## config.mk

```make
export PLATFORM = sky130hd
export DESIGN_NAME = tc_input_arbiter
export DESIGN_NICKNAME = d
export VERILOG_FILES = /design/src/rtl/tc_io_pkg.sv /design/src/rtl/tc_rr_pick.sv /design/src/rtl/tc_input_arbiter.sv
export SDC_FILE = /design/constraint.sdc
export NUM_CORES = 1
export LEC_CHECK = 0
export BUFFER_PORTS_ARGS = -buffer_cell sky130_fd_sc_hd__clkbuf_2
export CORE_UTILIZATION = 42
export CTS_BUF_LIST = sky130_fd_sc_hd__clkbuf_4 sky130_fd_sc_hd__clkbuf_8 sky130_fd_sc_hd__clkbuf_16
export CTS_CLUSTER_SIZE = 25
export DETAILED_ROUTE_END_ITERATION = 10
export PLACE_DENSITY_LB_ADDON = 0.05
export SETUP_SLACK_MARGIN = 0.02
export SKIP_LAST_GASP = 1
export SLEW_MARGIN = 10
export SYNTH_ARGS = -nofsm -noshare
export SYNTH_HDL_FRONTEND = slang
export SYNTH_HIERARCHICAL = 1
export SYNTH_SLANG_ARGS = --single-unit
```

## constraint.sdc

```tcl
create_clock -name Ph0 -period 5.7 [get_ports Ph0]
set_clock_uncertainty 0.1 [all_clocks]
set_input_delay 1.14 -clock Ph0 [delete_from_list [all_inputs] [get_ports Ph0]]
set_output_delay 1.14 -clock Ph0 [all_outputs]
set_load 0.005 [all_outputs]
```

## src/rtl/tc_io_pkg.sv

```systemverilog
// tc_io_pkg: shared constants, state type and width helper for TinyComp I/O blocks
package tc_io_pkg;
  localparam int DATA_W = 32;
  typedef enum logic {EMPTY, FULL} state_t;
  function automatic int clog2(input int n);
    int r;
    r = 1;
    while ((1 << r) < n) r++;
    return r;
  endfunction
endpackage

```

## src/rtl/tc_rr_pick.sv

```systemverilog
// tc_rr_pick: combinational round-robin picker, first set bit of e scanning from ptr with wrap-around
module tc_rr_pick #(
  parameter int N  = 4,
  parameter int SW = 2
) (
  input  logic [N-1:0]  e,
  input  logic [SW-1:0] ptr,
  output logic          any,
  output logic [SW-1:0] g
);
  assign any = |e;
  always_comb begin
    g = '0;
    for (int k = N - 1; k >= 0; k--)
      if (e[(int'(ptr) + k) % N]) g = SW'((int'(ptr) + k) % N);
  end
endmodule

```

## src/rtl/tc_input_arbiter.sv

```systemverilog
// tc_input_arbiter: round-robin share of the TinyComp input port through a single-entry holding register
module tc_input_arbiter
  import tc_io_pkg::*;
#(
  parameter int NREQ = 4,
  parameter int W    = DATA_W,
  parameter int SRCW = clog2(NREQ)
) (
  input  logic                Ph0,
  input  logic                Reset,
  input  logic [NREQ-1:0]     ReqValid,
  input  logic [NREQ*W-1:0]   ReqData,
  input  logic [NREQ-1:0]     ReqEnable,
  output logic [NREQ-1:0]     ReqAck,
  output logic [W-1:0]        InData,
  output logic [SRCW-1:0]     InSrc,
  output logic                InRdy,
  input  logic                InStrobe,
  output logic                Underrun
);
  state_t state;
  logic [SRCW-1:0] ptr;
  logic [SRCW-1:0] g;
  logic [NREQ-1:0] e;
  logic any;
  logic load;
  assign e = ReqValid & ReqEnable & ~ReqAck;
  tc_rr_pick #(.N(NREQ), .SW(SRCW)) u_pick (.e(e), .ptr(ptr), .any(any), .g(g));
  assign load = any && (state == EMPTY || InStrobe);
  assign InRdy = state == FULL;
  always_ff @(posedge Ph0) begin
    if (Reset) begin
      state    <= EMPTY;
      ptr      <= '0;
      InData   <= '0;
      InSrc    <= '0;
      ReqAck   <= '0;
      Underrun <= 1'b0;
    end else begin
      ReqAck   <= load ? NREQ'(1) << g : '0;
      Underrun <= InStrobe && state == EMPTY;
      ptr      <= load ? (g == SRCW'(NREQ - 1) ? '0 : g + 1'b1) : ptr;
      state    <= load ? FULL : (InStrobe ? EMPTY : state);
      if (load) begin
        InData <= ReqData[g*W +: W];
        InSrc  <= g;
      end
    end
  end
endmodule

```

==> reports/results.txt, run 1 <==
GRT Max-Usage Layer: met2
Detail Route Antenna Nets: 0
Synth Area in Compound Gates: 16.0%
Inserted Clock Buffers: 5
worst slew pin tran: 1.05 ns
WL/cell: 14.6 µm
drt drc: 0
chip height: 74.8 µm
top-area cell type share of the netlist area: 37.8%
largest net degree at the start of global routing: 39
drt total wl: 5.90 mm
sw power: 0.230 mW
Final Hold Fails: 0
reg2reg path depth: 6
Slew Viols, Final: 0
GR Overflow Total: 0
Setup Crit Path Kind: input port to flop
Hold Crit Start: InRdy$_SDFFE_PP0P_
critical-path maximum fanout: 21
worst setup margin: 2.23 ns
worst hold margin: 0.377 ns
Buf/Inv on CP: 2
global placement routability congestion: 0.730
post-synthesis simple-gate area fraction: 6.07%
met1 usage: 22.3%
Internal Power: 0.589 mW
dpl hpwl: 4.55 mm
Setup TNS: 0 ns
Skew-Pair Late Insertion Delay: 0.29 ns
Hold Buf Count CTS: 0
final core occ: 63.4%
Warnings, synthesis: 6
row count: 26
setup bufs post-CTS: 0
final period utilization: 60.9%
Mapped Nets: 302
worst relative slew slack: 30.1%
sequential cell fraction of total power: 43.1%
vias in the first global route: 1941
CTS tree: yes
Resize count post-CTS: 0
crit end category: flop
Crit path depth: 8
IO Count: 179
critical path startpoint: ReqValid[3]
Clock transition at path regs: 0.08 ns
Area after DPL: 3140 µm²
worst min path class: flop to flop
met2 usage: 36.1%
TritonCTS sink count: 42
largest family of logic cells by synthesized area: multiplexers
RSZ-0062 raised after global routing: no
Slowest cell on crit path: a211oi_4
sequential element share of the synthesized area: 37.8%
CTS Root Cell: clkbuf_8
H-tree Lvls: 2
Clk network pwr share: 25.0%
Pre-Repair DR Iteration Count: 4
Post-Synth XOR/XNOR Area: 0%
initial antenna violation count: 0
dpl ws: 1.90 ns
worst-path cell chain: clkbuf_2 -> nand2_1 -> nor2_1 -> mux2i_1 -> a211oi_4 -> buf_12 -> mux4_2 -> a22o_1
Die ar.: 5590 µm²
Avg Vias per Cell: 5.42
met3 usage: 6.16%
Logic pwr share: 31.8%
global-route wire length before repair: 8.38 mm
Adder-Cell Fraction of Synth Area: 0.562%
Multi-input gate area: 1290 µm²
reg2reg end: InData[8]$_SDFFE_PP0P_
DR iter-0 viols: 101
Die X: 74.8 µm
Post-Synthesis Cell Area: 2220 µm²
WP data required: 5.79 ns
CTS max path bufs: 2
most frequent cells in the layout: clkbuf_2, dfxtp_1, a22o_1
Final nets: 474
CP Launch Type: input port
post-synthesis register bit count: 42
dominant cell type by area after synthesis: dfxtp_1
Max Clock Freq: 288 MHz
P&R area growth vs syn: 45.6%
final setup fails: 0
Starting Density: 43.6%
max cap viols: 0
Pleak: 1.60 nW
FF-to-FF Start: ReqAck[3]$_SDFF_PP0_
FILL cells: 450
VDD IR-drop max: 0.145 mV
status: finished, final reports clean
sw frac: 28.1%
core area: 5110 µm²
Register Area: 841 µm²
CP max stage delay: 0.91 ns
n_diodes: 0
Gate Count Post-Synth: 162
Area contributors post-synth: dfxtp_1, mux4_2, a22o_1
top cell family by delay on the critical path: compound AO/OA/AOI/OAI gates
Min Clock Period, post-route: 3.47 ns
worst path arrival time: 3.56 ns
CP endpoint: InData[8]$_SDFFE_PP0P_
Yosys cell types: 26
GRT Resource Usage Total: 20.1%
Mapped Avg Cell Area: 13.7 µm²
vias: 2197
proportion of synthesized area in mux cells: 33.9%
design area: 3240 µm²
Reg2Reg Setup Slack: 2.87 ns
# port buffers: 178
commonest non-fill, non-tap cell in the layout: clkbuf_2
layout cells sized above 1: 65.1%
PwrDens: 253 nW/µm²
final cells by class:
| cell class | instances | share of cell area (%) |
|---|---|---|
| clock inverters | 1 | 0.154 |
| well taps | 70 | 2.70 |
| multi-input cells | 102 | 39.7 |
| flip-flops and latches | 42 | 26.0 |
| inverters | 3 | 0.348 |
| repair buffers | 180 | 28.4 |
| clock buffers | 7 | 2.78 |
cell families after synthesis:
| kind of cell | count (synthesis) |
|---|---|
| compound gates | 42 |
| fa+ha+maj | 1 |
| simple gates | 26 |
| buf+inv | 18 |
| flops | 42 |
| mux | 33 |
synth_stat cells:
cell / count
a211oi_1: 1
a211oi_2: 1
a21oi_1: 3
a21oi_2: 1
a22o_1: 34
a32o_1: 1
and3_1: 2
buf_1: 1
buf_12: 2
buf_2: 9
buf_6: 2
clkbuf_1: 1
dfxtp_1: 42
ha_1: 1
inv_1: 3
mux2i_1: 1
mux4_1: 6
mux4_2: 26
nand2_1: 6
nand2b_1: 3
nand3_1: 1
nor2_1: 8
nor2b_1: 1
nor3_2: 1
nor3b_1: 4
o21ai_0: 1
per-layer routing:
metal	part of all wire [%]	vias up
li1	-	1010
met1	38	1041
met2	52	139
met3	9.6	7
met4	0.90	0
met5	0	-
power by group through the flow:
stage | sequential (mW) | clock [mW] | combinational (mW)
after CTS | 0.353 | 0.210 | 0.264
after global placement | 0.359 | 0 | 0.260
after detailed placement | 0.359 | 0 | 0.263
after floorplan | 0.360 | 0 | 0.163
final | 0.353 | 0.205 | 0.261
after global routing | 0.358 | 0.221 | 0.285
flip-flops by register name, indices dropped and copies added (netlist names):
signal    count
InRdy         1
ReqAck        4
InData       32
Underrun      1
InSrc         2
ptr           2
metrics by stage:
stage	cells	power, mW
after floorplan	162	0.522
after detailed placement	397	0.622
after global placement	397	0.618
after CTS	405	0.827
final	405	0.819
after global routing	405	0.864
worst min-delay path by stage:
stage / endpoint / slack (ns) / cells after the start
floorplan: Underrun$_SDFF_PP0_ / 0.35 / 1
global placement: InSrc[1]$_SDFFE_PP0P_ / 0.36 / 1
detailed placement: Underrun$_SDFF_PP0_ / 0.36 / 1
CTS: InSrc[1]$_SDFFE_PP0P_ / 0.38 / 1
global route: Underrun$_SDFF_PP0_ / 0.40 / 1
finish: Underrun$_SDFF_PP0_ / 0.38 / 1
No activity file was read; power rests on OpenSTA's default activity.
==> run 2, diff against run 1 <==
CORE_UTILIZATION = 35   (was 42)
clock period = 2.9 ns   (was 5.7 ns; I/O delays follow)
==> run 2 against run 1 <==
Utilization down 9.4 points. Critical path depth stayed put. Cell area is 0.54% higher. Global-route usage decreased by 2.0 points. Non-clock buffer count rose by 3. Sequential share of layout area fell by 0.14 points. Clock-buffer cell count did not move. Wire length rose by 3.1%. Critical path type unchanged. Largest power group unchanged.
==> reports/results.txt, run 2 (synthesized netlist as in run 1, its figures left out) <==
status: finished, final reports clean
vias in the first global route: 2017 (+3.9%)
worst slew pin tran: 1.02 ns (-0.0225 ns)
Hold Buf Count CTS: 0 (unchanged)
RSZ-0062 raised after global routing: no
Resize count post-CTS: 0 (unchanged)
final core occ: 54.0% (-9.4 points)
dpl ws: 0.0805 ns (-1.82 ns)
vias: 2103 (-4.3%)
Die ar.: 6680 µm² (+19%)
H-tree Lvls: 2 (unchanged)
Clock transition at path regs: 0.08 ns (about the same)
GRT Max-Usage Layer: met2
Slew Viols, Final: 0 (unchanged)
drt total wl: 6.08 mm (+3.1%)
worst setup margin: 0.405 ns (-1.82 ns)
met3 usage: 4.67% (-1.5 points)
# port buffers: 178 (unchanged)
GR Overflow Total: 0 (unchanged)
Pre-Repair DR Iteration Count: 4 (unchanged)
max FFs per register: 32 (unchanged)
CTS max path bufs: 2 (unchanged)
commonest non-fill, non-tap cell in the layout: clkbuf_2
Detail Route Antenna Nets: 0 (unchanged)
Power Total: 1.58 mW (+93%)
CP max stage delay: 0.77 ns (-0.14 ns)
IO Count: 179 (unchanged)
final setup fails: 0 (unchanged)
VDD IR-drop max: 0.251 mV (+74%)
worst-path cell chain: clkbuf_2 -> nand2_1 -> nor2_1 -> nand2b_1 -> a211oi_1 -> nor2_4 -> mux4_1 -> a22o_1
CTS Root Cell: clkbuf_8
Pleak: 1.61 nW (+0.53%)
critical-path maximum fanout: 38 (+81%)
WP data required: 2.99 ns (-2.80 ns)
Reg with most FFs: InData
worst min path class: flop to flop
PwrDens: 486 nW/µm² (+92%)
Max Clock Freq: 401 MHz
n_diodes: 0 (unchanged)
met1 usage: 20.5% (-1.8 points)
row count: 28 (+7.7%)
final period utilization: 86.0%
worst path arrival time: 2.58 ns (-0.98 ns)
P&R area growth vs syn: 46.4%
Starting Density: 36.9% (-6.6 points)
drt drc: 0 (unchanged)
global placement routability congestion: 0.704 (-3.5%)
met2 usage: 32.6% (-3.5 points)
CTS tree: yes
Die X: 81.7 µm (+9.3%)
Top Registers: InData: 32 flops, ReqAck: 4 flops
Setup Crit Path Kind: input port to flop
WL/cell: 14.8 µm (+1.4%)
most frequent cells in the layout: clkbuf_2, dfxtp_1, a22o_1
Inserted Clock Buffers: 5 (unchanged)
layout cells sized above 1: 65.3% (+0.21 points)
Slowest cell on crit path: nor2_4
largest net degree at the start of global routing: 40 (+2.6%)
Min Clock Period, post-route: 2.49 ns
setup bufs post-CTS: 0 (unchanged)
FILL cells: 574 (+28%)
Final nets: 477 (+0.63%)
global-route wire length before repair: 9.06 mm (+8.2%)
Setup TNS: 0 ns (unchanged)
Avg Vias per Cell: 5.10 (-5.9%)
max cap viols: 0 (unchanged)
Skew-Pair Late Insertion Delay: 0.29 ns (about the same)
DR iter-0 viols: 62 (-39%)
chip height: 81.7 µm (+9.3%)
GRT Resource Usage Total: 18.0% (-2.0 points)
initial antenna violation count: 0 (unchanged)
dpl hpwl: 4.73 mm (+4.0%)
core area: 6030 µm² (+18%)
Final Hold Fails: 0 (unchanged)
crit end category: flop
CP Launch Type: input port
TritonCTS sink count: 42 (unchanged)
worst relative slew slack: 31.7% (+1.6 points)
[run 2: final timing paths]
check	start	end	slack, ns	cells after the start
max	ReqValid[3]	InData[12]$_SDFFE_PP0P_	0.41	8
min	InData[5]$_SDFFE_PP0P_	InData[5]$_SDFFE_PP0P_	0.38	1
max reg2reg	ReqAck[3]$_SDFF_PP0_	InData[12]$_SDFFE_PP0P_	0.48	6
min reg2reg	InData[5]$_SDFFE_PP0P_	InData[5]$_SDFFE_PP0P_	0.38	1
[run 2: through the flow]
step                      hold WS [ns]  instance area (µm²)  instances
after floorplan                  0.355                 2220        162
after global placement           0.355                 3170        405
after detailed placement         0.365                 3170        405
after CTS                        0.381                 3260        412
after global routing             0.401                 3260        412
final                            0.377                 3260        412
[run 2: final cells by class]
class	instances	area (µm²)	area share (%)
flip-flops and latches	42	841	25.8
inverters	3	11.3	0.346
clock buffers	7	83.8	2.57
well taps	75	93.8	2.88
repair buffers	183	941	28.9
multi-input cells	102	1290	39.5
[run 2: worst max-delay path, delay by kind of cell]
| family | cells | cell delay (ns) |
|---|---|---|
| and+or+nand+nor | 4 | 1.15 |
| AOI/OAI and AO/OA | 2 | 0.33 |
| muxes | 1 | 0.41 |
| buffers and inverters | 1 | 0.08 |
[run 2: routing by layer]
| metal | vias to the layer above | part of all wire, % | wire [µm] |
|---|---|---|---|
| li1 | 1013 | - | - |
| met1 | 958 | 38 | 2320 |
| met2 | 121 | 50 | 3060 |
| met3 | 11 | 9.9 | 600 |
| met4 | 0 | 1.6 | 95 |
| met5 | - | 0 | 0 |
[run 2: where the power goes]
group          switching (mW)  internal [mW]
combinational           0.206          0.309
sequential             0.0428          0.650
clock                   0.190          0.185
